$ cat src/rtl/game_ctrl_if.sv
// Character position bundle: 12-bit unsigned screen coordinates.
interface pos_if;
  logic [11:0] xpos;
  logic [11:0] ypos;

  modport in  (input  xpos, ypos);
  modport out (output xpos, ypos);
endinterface

$ cat src/rtl/game_ctrl.sv
// Tom-and-Jerry game controller: round/lives/score FSM with catch detection.
// Optional round timer enabled by defining GAME_CTRL_TIMER_EN.
module game_ctrl #(
  parameter int CATCH_DIST     = 32,
  parameter int FRAMES_PER_SEC = 60,
  parameter int ROUND_SEC      = 99,
  parameter int START_LIVES    = 3,
  parameter int WIN_SCORE      = 10,
  parameter int HOLD_FRAMES    = 120
) (
  input  logic       clk,
  input  logic       rst,
  input  logic [1:0] reset,
  input  logic       tick,
  pos_if.in          jerrypos,
  pos_if.in          tompos,
  input  logic       cheese_got,
  output logic [2:0] state,
  output logic [7:0] score,
  output logic [1:0] lives,
  output logic [6:0] round_timer,
  output logic       freeze,
  output logic       game_over
);

  typedef enum logic [2:0] {
    IDLE   = 3'd0,
    PLAY   = 3'd1,
    CAUGHT = 3'd2,
    OVER   = 3'd3,
    WON    = 3'd4
  } state_t;

  localparam int HW = (HOLD_FRAMES > 1) ? $clog2(HOLD_FRAMES + 1) : 1;
  localparam logic [1:0]    LIVES0   = 2'(START_LIVES);
  localparam logic [6:0]    ROUND0   = 7'(ROUND_SEC);
  localparam logic [7:0]    WIN      = 8'(WIN_SCORE);
  localparam logic [HW-1:0] HOLD_END = HW'(HOLD_FRAMES - 1);

  state_t        st;
  logic [HW-1:0] hold_cnt;

  assign state = st;

  // Differences are taken at 13 bits so far-apart coordinates never wrap close.
  logic signed [12:0] dx, dy;
  logic        [12:0] adx, ady;
  logic               catch_hit;

  assign dx        = $signed({1'b0, tompos.xpos}) - $signed({1'b0, jerrypos.xpos});
  assign dy        = $signed({1'b0, tompos.ypos}) - $signed({1'b0, jerrypos.ypos});
  assign adx       = dx[12] ? $unsigned(-dx) : $unsigned(dx);
  assign ady       = dy[12] ? $unsigned(-dy) : $unsigned(dy);
  assign catch_hit = (adx < 13'(CATCH_DIST)) && (ady < 13'(CATCH_DIST));

  logic [7:0] score_inc;
  logic       score_can;
  assign score_inc = score + 8'd1;
  assign score_can = cheese_got && (score != 8'hff);

  logic frame_wrap;
  logic timer_expire;

`ifdef GAME_CTRL_TIMER_EN
  localparam int FW = (FRAMES_PER_SEC > 1) ? $clog2(FRAMES_PER_SEC) : 1;
  logic [FW-1:0] frame_cnt;

  assign frame_wrap   = tick && (frame_cnt == FW'(FRAMES_PER_SEC - 1));
  assign timer_expire = frame_wrap && (round_timer == 7'd1);

  // Frame counter only runs in PLAY; any other state or a restart clears it.
  always_ff @(posedge clk) begin
    if (rst || reset != 2'b00 || st != PLAY) begin
      frame_cnt <= '0;
    end else if (tick) begin
      frame_cnt <= frame_wrap ? '0 : frame_cnt + 1'b1;
    end
  end
`else
  assign frame_wrap   = 1'b0;
  assign timer_expire = 1'b0;
`endif

  always_ff @(posedge clk) begin
    if (rst) begin
      st          <= IDLE;
      score       <= 8'd0;
      lives       <= LIVES0;
      round_timer <= ROUND0;
      freeze      <= 1'b1;
      game_over   <= 1'b0;
      hold_cnt    <= '0;
    end else if (reset != 2'b00) begin
      st          <= PLAY;
      freeze      <= 1'b0;
      game_over   <= 1'b0;
      round_timer <= ROUND0;
      hold_cnt    <= '0;
      // A round restart outside an active game is a full new game.
      if (reset[1] || (st != PLAY && st != CAUGHT)) begin
        score <= 8'd0;
        lives <= LIVES0;
      end
    end else begin
      case (st)
        PLAY: begin
          if (tick && catch_hit) begin
            if (lives != 2'd0) lives <= lives - 2'd1;
            st       <= CAUGHT;
            freeze   <= 1'b1;
            hold_cnt <= '0;
          end else begin
            if (frame_wrap && round_timer != 7'd0) round_timer <= round_timer - 7'd1;
            if (score_can) score <= score_inc;
            if ((score_can && score_inc == WIN) || timer_expire) begin
              st        <= WON;
              freeze    <= 1'b1;
              game_over <= 1'b1;
            end
          end
        end
        CAUGHT: begin
          if (tick) begin
            if (hold_cnt == HOLD_END) begin
              hold_cnt <= '0;
              if (lives != 2'd0) begin
                st          <= PLAY;
                freeze      <= 1'b0;
                round_timer <= ROUND0;
              end else begin
                st        <= OVER;
                game_over <= 1'b1;
              end
            end else begin
              hold_cnt <= hold_cnt + 1'b1;
            end
          end
        end
        default: ;
      endcase
    end
  end

endmodule

$ cat src/flat_wrapper.sv
// flat-port wrapper written by rule: the top's interface ports become plain ports
module game_ctrl_flat 
#(
  parameter int CATCH_DIST     = 32,
  parameter int FRAMES_PER_SEC = 60,
  parameter int ROUND_SEC      = 99,
  parameter int START_LIVES    = 3,
  parameter int WIN_SCORE      = 10,
  parameter int HOLD_FRAMES    = 120
)
  (clk, rst, reset, tick, cheese_got, state, score, lives, round_timer, freeze, game_over, jerrypos_xpos, jerrypos_ypos, tompos_xpos, tompos_ypos);
  pos_if jerrypos_i ();
  pos_if tompos_i ();
  input  logic clk;
  input  logic rst;
  input  logic [1:0] reset;
  input  logic tick;
  input  logic cheese_got;
  output logic [2:0] state;
  output logic [7:0] score;
  output logic [1:0] lives;
  output logic [6:0] round_timer;
  output logic freeze;
  output logic game_over;
  input wire logic [$bits(jerrypos_i.xpos)-1:0] jerrypos_xpos;
  input wire logic [$bits(jerrypos_i.ypos)-1:0] jerrypos_ypos;
  input wire logic [$bits(tompos_i.xpos)-1:0] tompos_xpos;
  input wire logic [$bits(tompos_i.ypos)-1:0] tompos_ypos;
  assign jerrypos_i.xpos = jerrypos_xpos;
  assign jerrypos_i.ypos = jerrypos_ypos;
  assign tompos_i.xpos = tompos_xpos;
  assign tompos_i.ypos = tompos_ypos;
  game_ctrl #(.CATCH_DIST(CATCH_DIST), .FRAMES_PER_SEC(FRAMES_PER_SEC), .ROUND_SEC(ROUND_SEC), .START_LIVES(START_LIVES), .WIN_SCORE(WIN_SCORE), .HOLD_FRAMES(HOLD_FRAMES)) u_core (.clk(clk), .rst(rst), .reset(reset), .tick(tick), .jerrypos(jerrypos_i), .tompos(tompos_i), .cheese_got(cheese_got), .state(state), .score(score), .lives(lives), .round_timer(round_timer), .freeze(freeze), .game_over(game_over));
endmodule
$ cat config.mk
export PLATFORM = sky130hd
export DESIGN_NAME = game_ctrl_flat
export DESIGN_NICKNAME = d
export VERILOG_FILES = /design/src/rtl/game_ctrl_if.sv /design/src/rtl/game_ctrl.sv /design/src/flat_wrapper.sv
export SDC_FILE = /design/constraint.sdc
export NUM_CORES = 1
export LEC_CHECK = 0
export ABC_CLOCK_PERIOD_IN_PS = 3750
export CAP_MARGIN = 0
export CORE_ASPECT_RATIO = 0.5
export CORE_MARGIN = 4
export CORE_UTILIZATION = 25
export CTS_BUF_LIST = sky130_fd_sc_hd__clkbuf_8
export CTS_CLUSTER_SIZE = 12
export DETAILED_ROUTE_END_ITERATION = 8
export PLACE_DENSITY_LB_ADDON = 0.05
export SKIP_LAST_GASP = 1
export SLEW_MARGIN = 25
export SYNTH_ARGS = -nofsm -noshare
export SYNTH_HDL_FRONTEND = slang
export SYNTH_SLANG_ARGS = --single-unit
$ cat constraint.sdc
create_clock -name clk -period 3.75 [get_ports clk]
set_input_delay 0.5625 -clock clk [delete_from_list [all_inputs] [get_ports clk]]
set_output_delay 0.5625 -clock clk [all_outputs]
set_load 0.1 [all_outputs]
* Yosys cells after proc, flatten, opt, wreduce, memory -nomap -nowiden
Cells that the tools add are included.
Cells by class: equality and inequality tests 20, reduce and logical (&&, ||, !) cells 22, magnitude comparators 2, $add $sub $neg 7, muxes and demuxes 35
Operators by type and width (count):
- $mux W8 | 5
- $lt A13 B6 Y1 const B | 2
- $mux W13 | 2
- $neg A13 Y13 | 2
- $sub A12 B12 Y13 | 2
- $mux W7 | 3
- $reduce_and A4 Y1 | 4
- $pmux W7 S2 | 1
- $reduce_bool A2 Y1 | 7
- $mux W2 | 6
- $mux W3 | 4
- $ne A3 B1 Y1 const B | 4
- $mux W1 | 11
- $add A8 B1 Y8 const B | 1
- $eq A8 B4 Y1 const B | 1
- $ne A2 B1 Y1 const B | 4
- $ne A2 B2 Y1 const B | 4
- $ne A8 B8 Y1 const B | 1
- $add A7 B1 Y7 const B | 1
- $eq A7 B7 Y1 const B | 1
- $ne A3 B2 Y1 const B | 2
- $pmux W3 S2 | 1
- $reduce_and A6 Y1 | 1
- $logic_and A1 B1 Y1 | 5
- 10 further kinds | 11
Word-level totals: logic and storage cells 93, input port bits 54, output and inout port bits 22, flip-flop bits (word level) 22

* Depth between registers and ports, before layout
depth in word-level cells 9, depth in mapped cells 14

* Worst setup path after synthesis
Ideal clock, no wire load.
kind input-to-reg, from input port tompos_xpos[0], to register u_core.hold_cnt[4], data arrival time 3.580 ns, slack 0.100 ns, data required time 3.680 ns, stages 13, setup time 0.070 ns, cell sequence inv_1 ha_1 fa_1 nand2b_1 a211o_1 a21oi_1 nor4b_1 or2_0 or4b_1 a211oi_2 a31oi_2 or4_1 a21oi_1
On the way: cells in the longest elaborated chain, start to end 8
Ends and longest elaborated chain:
- start, declared | RTL line flat_wrapper.sv:27 | input wire logic [$bits(tompos_i.xpos)-1:0] tompos_xpos;
- $sub A12 B12 Y13 * | RTL line game_ctrl.sv:50 | assign dx = $signed({1'b0, tompos.xpos}) - $signed({1'b0, jerrypos.xpos});
- $neg A13 Y13 | RTL line game_ctrl.sv:52 | assign adx = dx[12] ? $unsigned(-dx) : $unsigned(dx);
- $mux W13 * | RTL line game_ctrl.sv:52
- $lt A13 B6 Y1 * | RTL line game_ctrl.sv:54 | assign catch_hit = (adx < 13'(CATCH_DIST)) && (ady < 13'(CATCH_DIST));
- $logic_and A1 B1 Y1 * | RTL line game_ctrl.sv:54
- $logic_and A1 B1 Y1 * | RTL line game_ctrl.sv:107 | if (tick && catch_hit) begin
- $ne A2 B1 Y1 (no source line) *
- $reduce_and A3 Y1 (no source line) *
- end signal, assigned | RTL line game_ctrl.sv:135 | hold_cnt <= hold_cnt + 1'b1;
- end, declared | RTL line game_ctrl.sv:41 | logic [HW-1:0] hold_cnt;
Every way passes the cells marked *; elsewhere a longest branch is shown, timed or not. A chain may end at the register's enable or synchronous reset.

* Worst setup path in the final report
from input port tompos_xpos[0], to register u_core.hold_cnt[5]
The elaborated chain is that of the path after synthesis.

==> reports/metrics.cfg <==
[outcome]
status=finished, final reports clean

[hold_path]
min_from=u_core.game_over$_SDFFE_PP0P_
min_path_type=flip-flop to flip-flop

[placed_design]
dp_hpwl_um=7010
dp_cells=690
preCtsSetupSlack_ps=-644
globalplace.congestion=0.745
port_buffers=68

[pwr]
p_int_mw=0.659
power.switching_mw=0.394
peakVddDrop_mv=0.165
pwr-share-seq=0.227
p_clk_frac=0.222
p_leak_nw=1.95
switching_share=0.374
comb_power_share=0.551
power_density_nw_per_um2=226

[cells_and_area]
stdcell_count=700
final_nets=626
syn_to_final_growth_pct=57.0
antenna_cells=0
drive_gt1_frac=0.259
final_util=0.413

[routing]
avgViaCountPerCell=4.77
drt_iter0_drc=108
drc_errors=0
wirelength_um=8780
ant_nets=0
wl_per_cell_um=12.5
num_vias=3339
drtPass1Iterations=4

[critical_path]
critPathSlowestCell=or4b_4
worst-path-max-fanout=5
critPathKind=primary input to flip-flop
cp.depth=15
r2r_slack_ps=1270
reg2regPathDepth=7
crit_end=u_core.hold_cnt[5]$_SDFFE_PP0P_
crit_family=compound AO/OA/AOI/OAI gates
start_kind=primary input
cpPeakStageDelay_ps=530
worstPathRequired_ps=3920
cp_num_buf_inv=3
rr_startpoint=u_core.state[1]$_SDFFE_PP0P_
r2r-end=u_core.score[7]$_SDFFE_PP0P_
crit_path_end_kind=flip-flop
startpoint=tompos_xpos[0]
path_cells=dlygate4sd2_1 > inv_1 > ha_2 > fa_2 > nand2b_4 > a211o_1 > a21oi_2 > nor4b_2 > or2_0 > or4b_4 > a211oi_4 > a31oi_4 > buf_4 > a21o_2 > a32o_1
cp.arrival_ps=3820

[floorplanning]
fp.dieArea_sq_um=13800
die_x_um=162
start_util=0.263
ios=76
core_area_sq_um=11300
die_height_um=85.1
placementRows=27

[flow_run]
max_cap_viol_count=0

[clocking]
clk-insertion-delay-late_ps=270
htreeDepth=1
cts_buffers=3
cts.sinks=22
root_buffer=clkbuf_8
clkTransAtPathRegs_ps=90
cts_tree=yes
cts_max_path_buffers=2

[sta]
rsz0062_at_grt=true
fin_crit_ps=3650
finalHoldViolations=0
max_freq_ghz=0.274
worst_pin_slew_ps=994
skew_ps=4.86
whs_ps=458
slew-limit-headroom=0.336
setup-tns-final_ps=0
setup_viol=0
period_share=0.973
finalMaxSlewViolations=0
setup_ws_ps=101

[logic_synthesis]
yosys.area.top_type=dfxtp_1
avgSynthCellArea_sq_um=7.12
synth_common_cells=nand2_1 (38), inv_1 (37), nor2_1 (35), ha_1 (28), a21oi_1 (24)
synth_cell_types=73
synth-seq-cells=22
synthArstFlopShare=0
synth_warnings=0
synth_top_area_share=0.148
seq_area_frac_synth=0.148
synth_area_leaders=dfxtp_1 (15%), ha_1 (12%), nand2_1 (4.8%)
dominantRegCellSynth=dfxtp_1
synth-edff-count=0
synth_cells=417
synth_most_common_cell=nand2_1
synth_area_sq_um=2970

[grt]
grtUsageTotal=0.124
antenna_found_initial=0
grt_first_pass_wirelength_um=14900
grt_pass1_vias=3269
grt_max_degree=22
overflow=0

## power groups by stage
stage / clock network [mW] / registers [mW] / logic [mW]
floorplan: 0 / 0.263 / 0.292
finish: 0.233 / 0.239 / 0.581
detailed placement: 0 / 0.245 / 0.505
global route: 0.252 / 0.240 / 0.636
CTS: 0.241 / 0.239 / 0.549
global placement: 0 / 0.245 / 0.508
## worst reg2reg max path, stage by stage (launching register included)
cell,delay (ps)
dfxtp_1,390
or3b_2,480
and3_1,210
or3_1,470
nand2_1,340
nor3_1,80
a32o_1,260
a21o_1,140
## layer usage
metal	global-route usage	part of all wire	up-vias
met5	0	0	-
met4	0.0207	0.0058	0
met3	0.0150	0.034	4
met2	0.207	0.45	50
met1	0.175	0.51	1523
li1	-	-	1762
## registers in the layout (all words and copies together), names as in the netlist
name	flops
u_core.game_over	1
u_core.freeze	1
u_core.lives	2
u_core.score	8
u_core.state	3
u_core.hold_cnt	7
## metrics by stage
stage	cell area [sq um]	power, mW
floorplan	2990	0.555
global placement	4220	0.753
detailed placement	4220	0.749
CTS	4490	1.03
global route	4660	1.13
finish	4660	1.05
## timing repair
| action | in CTS | in global routing |
|---|---|---|
| setup endpoints to repair | 22 | 22 |
| hold endpoints to repair | 0 | 0 |
| cloned | 0 | 0 |
| hold buffers | 0 | 0 |
| buffers inserted | 5 | 1 |
| pin swaps | 21 | 16 |
| resized for setup | 42 | 31 |
## cells by family (layout without fill, tap and decap cells)
family                     after synthesis  in the layout  share of synthesized area
and+or+nand+nor                        171            171                      0.296
AOI/OAI and AO/OA                      115            115                      0.279
buffers and inverters                   58            177                     0.0855
adders and majority gates               30             30                      0.131
DFF                                     22             22                      0.148
xor gates and xnor gates                15             15                     0.0442
muxes                                    4              4                     0.0135
other                                    2              7                    0.00253
## how the worst min path moves through the flow
stage                                                  to  slack [ps]  cells after the start
after CTS                   u_core.game_over$_SDFFE_PP0P_         460                      2
final                       u_core.game_over$_SDFFE_PP0P_         460                      2
after global placement    u_core.hold_cnt[6]$_SDFFE_PP0P_         440                      2
after floorplan           u_core.hold_cnt[6]$_SDFFE_PP0P_         420                      2
after detailed placement    u_core.game_over$_SDFFE_PP0P_         450                      2
after global routing      u_core.hold_cnt[6]$_SDFFE_PP0P_         500                      2
## area by class of cell
cell class,instances,area [sq um]
repair buffers,136,1190
clock inverters,1,30.0
fillers,1240,6620
inverters,37,139
multi-input cells,342,2620
well taps,159,199
clock buffers,3,41.3
flip-flops and latches,22,440
## placed cells by master (no fill, tap or decap), drive strengths merged, types with 3 or more instances in the layout
| cell | synthesis | final |
|---|---|---|
| a2111oi | 3 | 3 |
| a21o | 13 | 13 |
| or3 | 5 | 5 |
| dfxtp | 22 | 22 |
| and3 | 5 | 5 |
| nand4 | 12 | 12 |
| a32o | 3 | 3 |
| or4 | 3 | 3 |
| o211ai | 4 | 4 |
| a31o | 4 | 4 |
| a211o | 3 | 3 |
| xor2 | 8 | 8 |
| a21oi | 24 | 24 |
| ha | 28 | 28 |
| nor2 | 36 | 36 |
| nor4 | 4 | 4 |
| xnor2 | 7 | 7 |
| inv | 37 | 37 |
| o211a | 3 | 3 |
| nand2b | 7 | 7 |
| clkbuf | 14 | 3 |
| a31oi | 8 | 8 |
| buf | 7 | 68 |
| dlygate4sd2 | 0 | 9 |
| or2 | 6 | 6 |
| mux2i | 4 | 4 |
| and2 | 6 | 6 |
| a211oi | 6 | 6 |
| conb | 2 | 7 |
| o21ai | 19 | 19 |
| nand3 | 16 | 16 |
| clkdlybuf4s50 | 0 | 58 |
| nand2 | 38 | 38 |
| nor3 | 20 | 20 |
Note: power is estimated with default switching activity, not from simulation.
